<file path="src/rtl/sipo_deser.sv">
// LSB-first serial-to-parallel deserializer with a one-word valid/ready holding
// register, sync-based word realignment and a sticky overrun flag.
module sipo_deser #(
   parameter int N = 4
) (
   input  logic                 clk,
   input  logic                 rst,
   input  logic                 serial_in,
   input  logic                 bit_valid,
   input  logic                 sync,
   input  logic                 clr_overrun,
   output logic [N-1:0]         parallel_out,
   output logic                 out_valid,
   input  logic                 out_ready,
   output logic [$clog2(N)-1:0] bit_count,
   output logic                 overrun
);

   localparam int              CW   = $clog2(N);
   localparam logic [CW-1:0]   LAST = CW'(N - 1);

   logic [N-1:0]  shift_q, shift_d;
   logic [CW-1:0] count_q, count_d;
   logic [N-1:0]  data_q,  data_d;
   logic          valid_q, valid_d;
   logic          ovr_q,   ovr_d;

   logic [N-1:0]  word;
   logic          complete;
   logic          slot_free;

   always_comb begin
      // NOTE: every next-state signal takes its hold value first so no path can infer a latch.
      shift_d   = shift_q;
      count_d   = count_q;
      data_d    = data_q;
      valid_d   = valid_q;
      ovr_d     = ovr_q;

      word      = {serial_in, shift_q[N-1:1]};
      complete  = bit_valid && !sync && (count_q == LAST);
      slot_free = !valid_q || out_ready;

      // sync realigns: a bit arriving with it becomes bit 0 of a fresh word
      if (sync) begin
         count_d = bit_valid ? CW'(1) : '0;
         shift_d = bit_valid ? {serial_in, {(N-1){1'b0}}} : '0;
      end else if (bit_valid) begin
         shift_d = word;
         count_d = complete ? '0 : count_q + 1'b1;
      end

      if (complete && slot_free) begin
         data_d  = word;
         valid_d = 1'b1;
      end else if (valid_q && out_ready) begin
         valid_d = 1'b0;
      end

      // a new overrun event beats a clear in the same cycle
      if (complete && !slot_free) begin
         ovr_d = 1'b1;
      end else if (clr_overrun) begin
         ovr_d = 1'b0;
      end
   end

   always_ff @(posedge clk) begin
      // NOTE: reset is synchronous and has priority; sequential state uses non-blocking assignments only.
      if (rst) begin
         shift_q <= '0;
         count_q <= '0;
         data_q  <= '0;
         valid_q <= 1'b0;
         ovr_q   <= 1'b0;
      end else begin
         shift_q <= shift_d;
         count_q <= count_d;
         data_q  <= data_d;
         valid_q <= valid_d;
         ovr_q   <= ovr_d;
      end
   end

   assign parallel_out = data_q;
   assign out_valid    = valid_q;
   assign bit_count    = count_q;
   assign overrun      = ovr_q;

endmodule

</file>
<file path="config.mk">
export PLATFORM = sky130hd
export DESIGN_NAME = sipo_deser
export DESIGN_NICKNAME = d
export VERILOG_FILES = /design/src/rtl/sipo_deser.sv
export SDC_FILE = /design/constraint.sdc
export NUM_CORES = 1
export LEC_CHECK = 0
export ABC_CLOCK_PERIOD_IN_PS = 1600
export BUFFER_PORTS_ARGS = -buffer_cell sky130_fd_sc_hd__buf_2
export CORE_AREA = 2 2 39 41
export DETAILED_ROUTE_END_ITERATION = 8
export DIE_AREA = 0 0 41 43
export PLACE_DENSITY = 0.71
export SYNTH_ARGS = -nofsm -noshare
export SYNTH_HDL_FRONTEND = slang
export SYNTH_SLANG_ARGS = --single-unit
</file>
<file path="constraint.sdc">
create_clock -name clk -period 1.6 [get_ports clk]
set_input_delay 0.24 -clock clk [delete_from_list [all_inputs] [get_ports clk]]
set_output_delay 0.24 -clock clk [all_outputs]
set_load 0.02 [all_outputs]
</file>
==> impl_results.md, run 1 <==
- Maximum clock rate: 805.8 MHz
- DRT iter0 DRCs: 8
- Sw frac: 21.91%
- Worst EP required: 1.79 ns
- Worst Tran Pin Value: 0.2684 ns
- DRT antenna net count: 0
- Drt first pass iters: 3
- Syn_area_per_cell: 10.17 um2
- CP arrival: 1.43 ns
- Clk pin slew, worst setup/hold paths: 0.07 ns
- Clock network power share: 36.2%
- Initial core utilization: 35.26%
- Vias in the first global route: 328
- YS warnings: 0
- CP max FO: 4
- Max Cap Viol: 0
- Std cell rows: 14
- Root Driver: clkbuf_4
- Area of the core: 1384 um2
- Clock sinks: 11
- Final Critical Period: 1.241 ns
- Post-CTS Hold Fix Bufs: 0
- Nets: 72
- Worst-case clock buffer depth: 2
- Largest net degree at the start of global routing: 16
- Post-detailed-route wirelength per cell: 9.823 um
- Total routed wirelength: 776 um
- Die area: 1763 um2
- Worst min path class: primary input to flip-flop
- CTS Buf Count: 3
- Seq pwr share: 56.0%
- Final Hold Fails: 0
- Synth Instances: 48
- Synthesized flop and latch total: 11
- Antenna violations before repair: 0
- Setup-failing EPs final: 0
- GRT Util Overall: 10.89%
- Share of cells above drive strength 1: 30.16%
- PwrDens: 868.3 nW/um2
- Post-DP HPWL: 575.2 um
- # IOs: 15
- Logic pwr share: 7.8%
- Die width: 41 um
- # resized after CTS: 0
- CTS HTree Levels: 1
- Net Sw Power: 0.1100 mW
- IR drop worst, VDD: 0.3315 mV
- Worst Skew: 0.001746 ns
- Internal Pwr Total: 0.3920 mW
- Power, Total: 0.5019 mW
- Post-CTS setup buffers: 0
- RSZ-0062 raised after global routing: false
- Leak: 0.2596 nW
- Port bufs: 14
- Remaining DRCs: 0
- CTS tree: done
- Nature of the critical path endpoint: flip-flop
- Ant diodes: 0
- Via count: 358
- Seq/Total Area, Yosys: 45.13%
- First-pass GRT wire length: 1.297 mm
- Final Wtd Congestion: 0.6739
- Final Max Tran Viols: 0
- GRT overflow: 0
- Post-synth net total: 56
- Post-synthesis cell type count: 17
- Slew Limit Headroom: 82.03%
- Final Cycle Share: 77.56%
- Area Growth Syn to Fin: 18.46%
- Mapped cell area: 488.0 um2
- Startpoint types: flip-flop
- Worst Path Class, Setup: flip-flop to flip-flop
- Die H: 43 um
- Setup WS post-layout: 0.3590 ns
- Status: finished, final reports clean
- Clock Latency Late Sink: 0.26 ns
- Place WS: 0.3739 ns
- TNS Setup: 0 ns
- Vias per cell: 4.532
[layer usage]
layer	track usage, %	up-vias	part of all wire (%)	wire [um]
met1	14.66	157	50	388
met3	4.712	0	5.5	43
met4	6.000	0	0	0
li1	-	190	-	-
met5	0	-	0	0
met2	14.06	11	44	345
[state kept, by name (all words and copies together), names as in the netlist]
name and flops:
out_valid 1, shift_q 3, bit_count 2, overrun 1, parallel_out 4
[worst paths after layout]
kind	start	endpoint	slack, ns	cells past startpoint
min	serial_in	shift_q[3]$_SDFFE_PP0P_	0.23	3
max reg2reg	bit_count[0]$_SDFFE_PP0P_	parallel_out[2]$_SDFFE_PP0P_	0.36	4
max	bit_count[0]$_SDFFE_PP0P_	parallel_out[2]$_SDFFE_PP0P_	0.36	4
min reg2reg	parallel_out[1]$_SDFFE_PP0P_	parallel_out[1]$_SDFFE_PP0P_	0.47	2
[logic make-up after synthesis]
| family | Yosys count | synth area share, % |
|---|---|---|
| compound gates | 5 | 5.384 |
| fa+ha+maj | 1 | 2.564 |
| buf+inv | 4 | 6.152 |
| flops | 11 | 45.13 |
| mux | 7 | 14.36 |
| simple gates | 20 | 26.41 |
[final cells by class]
type	count	area, um2
fill	138	805.8
multi-input combinational	33	237.7
sequential	11	220.2
timing repair buffer	14	70.07
clock buffer	4	26.28
tap	16	20.02
inverter	1	3.754
[power groups by stage]
stage / combinational, mW / sequential (mW) / clock, mW
3_3_place_gp: 0.0390 / 0.287 / 0
5_1_grt: 0.0435 / 0.281 / 0.202
4_1_cts: 0.0400 / 0.281 / 0.188
2_1_floorplan: 0.0238 / 0.290 / 0
6_report: 0.0393 / 0.281 / 0.182
3_5_place_dp: 0.0397 / 0.287 / 0
[cell usage in the layout, fill, tap and decap left out]
cell	instances
ha_1	1
mux2i_1	7
inv_1	1
nor3b_1	1
a21oi_1	3
clkbuf_1	1
nor2_1	3
o21ai_0	1
nor2b_2	1
nor2b_1	1
nand2b_1	9
dfxtp_1	11
clkbuf_4	3
nor3_1	3
o22ai_1	1
nand2_1	1
nand3b_4	1
buf_2	14
[worst max-delay path: stages (launching register included)]
cell	delay, ns
dfxtp_1	0.37
ha_1	0.23
nand3b_4	0.10
nor2b_2	0.26
mux2i_1	0.22
[per-stage QoR]
step / hold slack [ns] / instance area, um2 / utilization [%] / cells
6_report: 0.2257 / 578.1 / 41.77 / 79
5_1_grt: 0.2483 / 578.1 / 41.77 / 79
4_1_cts: 0.2238 / 578.1 / 41.77 / 79
3_5_place_dp: 0.4592 / 551.8 / 39.87 / 75
3_3_place_gp: 0.4631 / 551.8 / 39.87 / 75
2_1_floorplan: 0.3193 / 488.0 / - / 48
[Yosys cell counts, drive strengths merged]
| master | n | area [um2] |
|---|---|---|
| inv | 1 | 3.750 |
| o22ai | 1 | 6.260 |
| buf | 2 | 22.52 |
| o21ai | 1 | 5.000 |
| mux2i | 7 | 70.07 |
| nor2 | 3 | 11.26 |
| clkbuf | 1 | 3.750 |
| nand2 | 1 | 3.750 |
| nor3 | 3 | 15.01 |
| nor2b | 2 | 15.02 |
| a21oi | 3 | 15.01 |
| nor3b | 1 | 7.510 |
| ha | 1 | 12.51 |
| nand3b | 1 | 20.02 |
| nand2b | 9 | 56.30 |
| dfxtp | 11 | 220.2 |
Power figures use the tool's default switching activity.
==> inputs of run 2 (changes only) <==
ABC_CLOCK_PERIOD_IN_PS = 1150   (was 1600)
clock period = 1.15 ns   (was 1.6 ns; I/O delays follow)
==> impl_results.md, run 2 (synthesis results as in run 1) <==
- Worst Path Class, Setup: flip-flop to flip-flop
- Post-DP HPWL: 657.6 um
- RSZ-0062 raised after global routing: true
- Final Max Tran Viols: 0
- Layout fillers: 140
- Area Growth Syn to Fin: 26.15%
- Most frequent cells in the layout: buf_2 (14), nand2b_1 (9), dfxtp_1 (9), mux2i_1 (7)
- Commonest non-fill, non-tap cell in the layout: buf_2
- First-pass GRT wire length: 1.504 mm
- Setup-failing EPs final: 0
- IR drop worst, VDD: 0.5539 mV
- Slew Limit Headroom: 85.73%
- Final Critical Period: 1.085 ns
- Worst min path class: primary input to flip-flop
- Max Cap Viol: 0
- DRT iter0 DRCs: 3
- Clk pin slew, worst setup/hold paths: 0.07 ns
- Clock sinks: 11
- Final Wtd Congestion: 0.6933
- Vias in the first global route: 354
- Largest net degree at the start of global routing: 16
- Worst Skew: 0.001418 ns
- CTS tree: done
- CTS HTree Levels: 1
- GRT overflow: 0
- Vias per cell: 4.704
- Power, Total: 0.7125 mW
- Std cell rows: 14
- CP bufs+invs: 0
- Crit-path cells: ha_4, nand3b_4, nor2b_4, mux2i_1
- Max incr delay on CP: 0.37 ns
- Area of the core: 1384 um2
- CP delay by family, top: flip-flops
- Ant diodes: 0
- Remaining DRCs: 0
- Die width: 41 um
- Final Hold Fails: 0
- Status: finished, final reports clean
- Maximum clock rate: 921.7 MHz
- Leak: 0.2756 nW
- DRT antenna net count: 0
- Initial core utilization: 35.26%
- Worst EP required: 1.34 ns
- Clock Latency Late Sink: 0.26 ns
- Drt first pass iters: 4
- CP arrival: 1.28 ns
- Die area: 1763 um2
- Crit-path slowest cell: dfxtp_4
- Worst-case clock buffer depth: 2
- Via count: 381
- Port bufs: 14
- PwrDens: 1157 nW/um2
- GRT Util Overall: 12.68%
- # IOs: 15
- CP max FO: 4
- CTS Buf Count: 3
- Util after Layout: 44.48%
- Antenna violations before repair: 0
- Worst Tran Pin Value: 0.2140 ns
- Number of flip-flops in the largest register: 4
- Post-detailed-route wirelength per cell: 11.05 um
- Final Cycle Share: 94.35%
- Total routed wirelength: 895 um
- Post-CTS Hold Fix Bufs: 0
- Die H: 43 um
- Share of cells above drive strength 1: 36.92%
- Nets: 74
- Startpoint types: flip-flop
- Nature of the critical path endpoint: flip-flop
- Root Driver: clkbuf_4
## run 2: cell count changes in the layout (fill, tap and decap cells not counted)
cell / before / now
dfxtp_1: 11 / 9
nor2b_4: 0 / 1
ha_4: 0 / 1
dfxtp_4: 0 / 1
dfxtp_2: 0 / 1
ha_1: 1 / 0
buf_4: 0 / 2
nor2b_2: 1 / 0
## run 2: layout make-up
type,count,area [um2],share of cell area (%)
timing repair buffer,16,85.08,13.82
tap,16,20.02,3.252
multi-input combinational,33,255.2,41.46
clock buffer,4,26.28,4.268
sequential,11,225.2,36.59
inverter,1,3.754,0.6098
## run 2: where the power goes
part	internal [mW]	switching [mW]
registers	0.385	0.00484
clock network	0.134	0.125
logic	0.0317	0.0320
total	0.551	0.162
## run 2: repair_timing
item / CTS / global route
resized for setup: 1 / 2
setup buffers: 0 / 0
endpoints found under the hold margin: 0 / 0
cloned: 0 / 0
pin swaps: 0 / 1
setup endpoints to repair: 4 / 4
## run 2: metal layers
metal | vias up | global-route usage (%) | routed length, um
li1 | 194 | - | -
met1 | 178 | 15.86 | 401
met2 | 9 | 18.44 | 457
met3 | 0 | 4.712 | 36
met4 | 0 | 6.000 | 0
met5 | - | 0 | 0
## run 2: worst reg2reg max path, cell delays in order (launching register included)
cell and delay [ns]:
dfxtp_4 0.37, ha_4 0.15, nand3b_4 0.09, nor2b_4 0.20, mux2i_1 0.21
## run 2: worst paths after layout
path / startpoint / endpoint / slack, ns / depth (start not counted)
max: bit_count[1]$_SDFFE_PP0P_ / parallel_out[2]$_SDFFE_PP0P_ / 0.06 / 4
min: serial_in / shift_q[3]$_SDFFE_PP0P_ / 0.15 / 3
max reg2reg: bit_count[1]$_SDFFE_PP0P_ / parallel_out[2]$_SDFFE_PP0P_ / 0.06 / 4
min reg2reg: parallel_out[3]$_SDFFE_PP0P_ / parallel_out[3]$_SDFFE_PP0P_ / 0.48 / 2
## run 2: stage by stage
step           instances  area (um2)  setup slack [ns]  hold WS [ns]   TNS, ns
3_5_place_dp          77       571.8          -0.02222        0.4238  -0.05952
6_report              81       615.6           0.06500        0.1508         0
5_1_grt               81       615.6          -0.01843        0.1642  -0.01843
4_1_cts               81       603.1          0.003888        0.1466         0
3_3_place_gp          77       571.8           0.01278        0.4233         0
2_1_floorplan         48       493.0          0.006846        0.2443         0
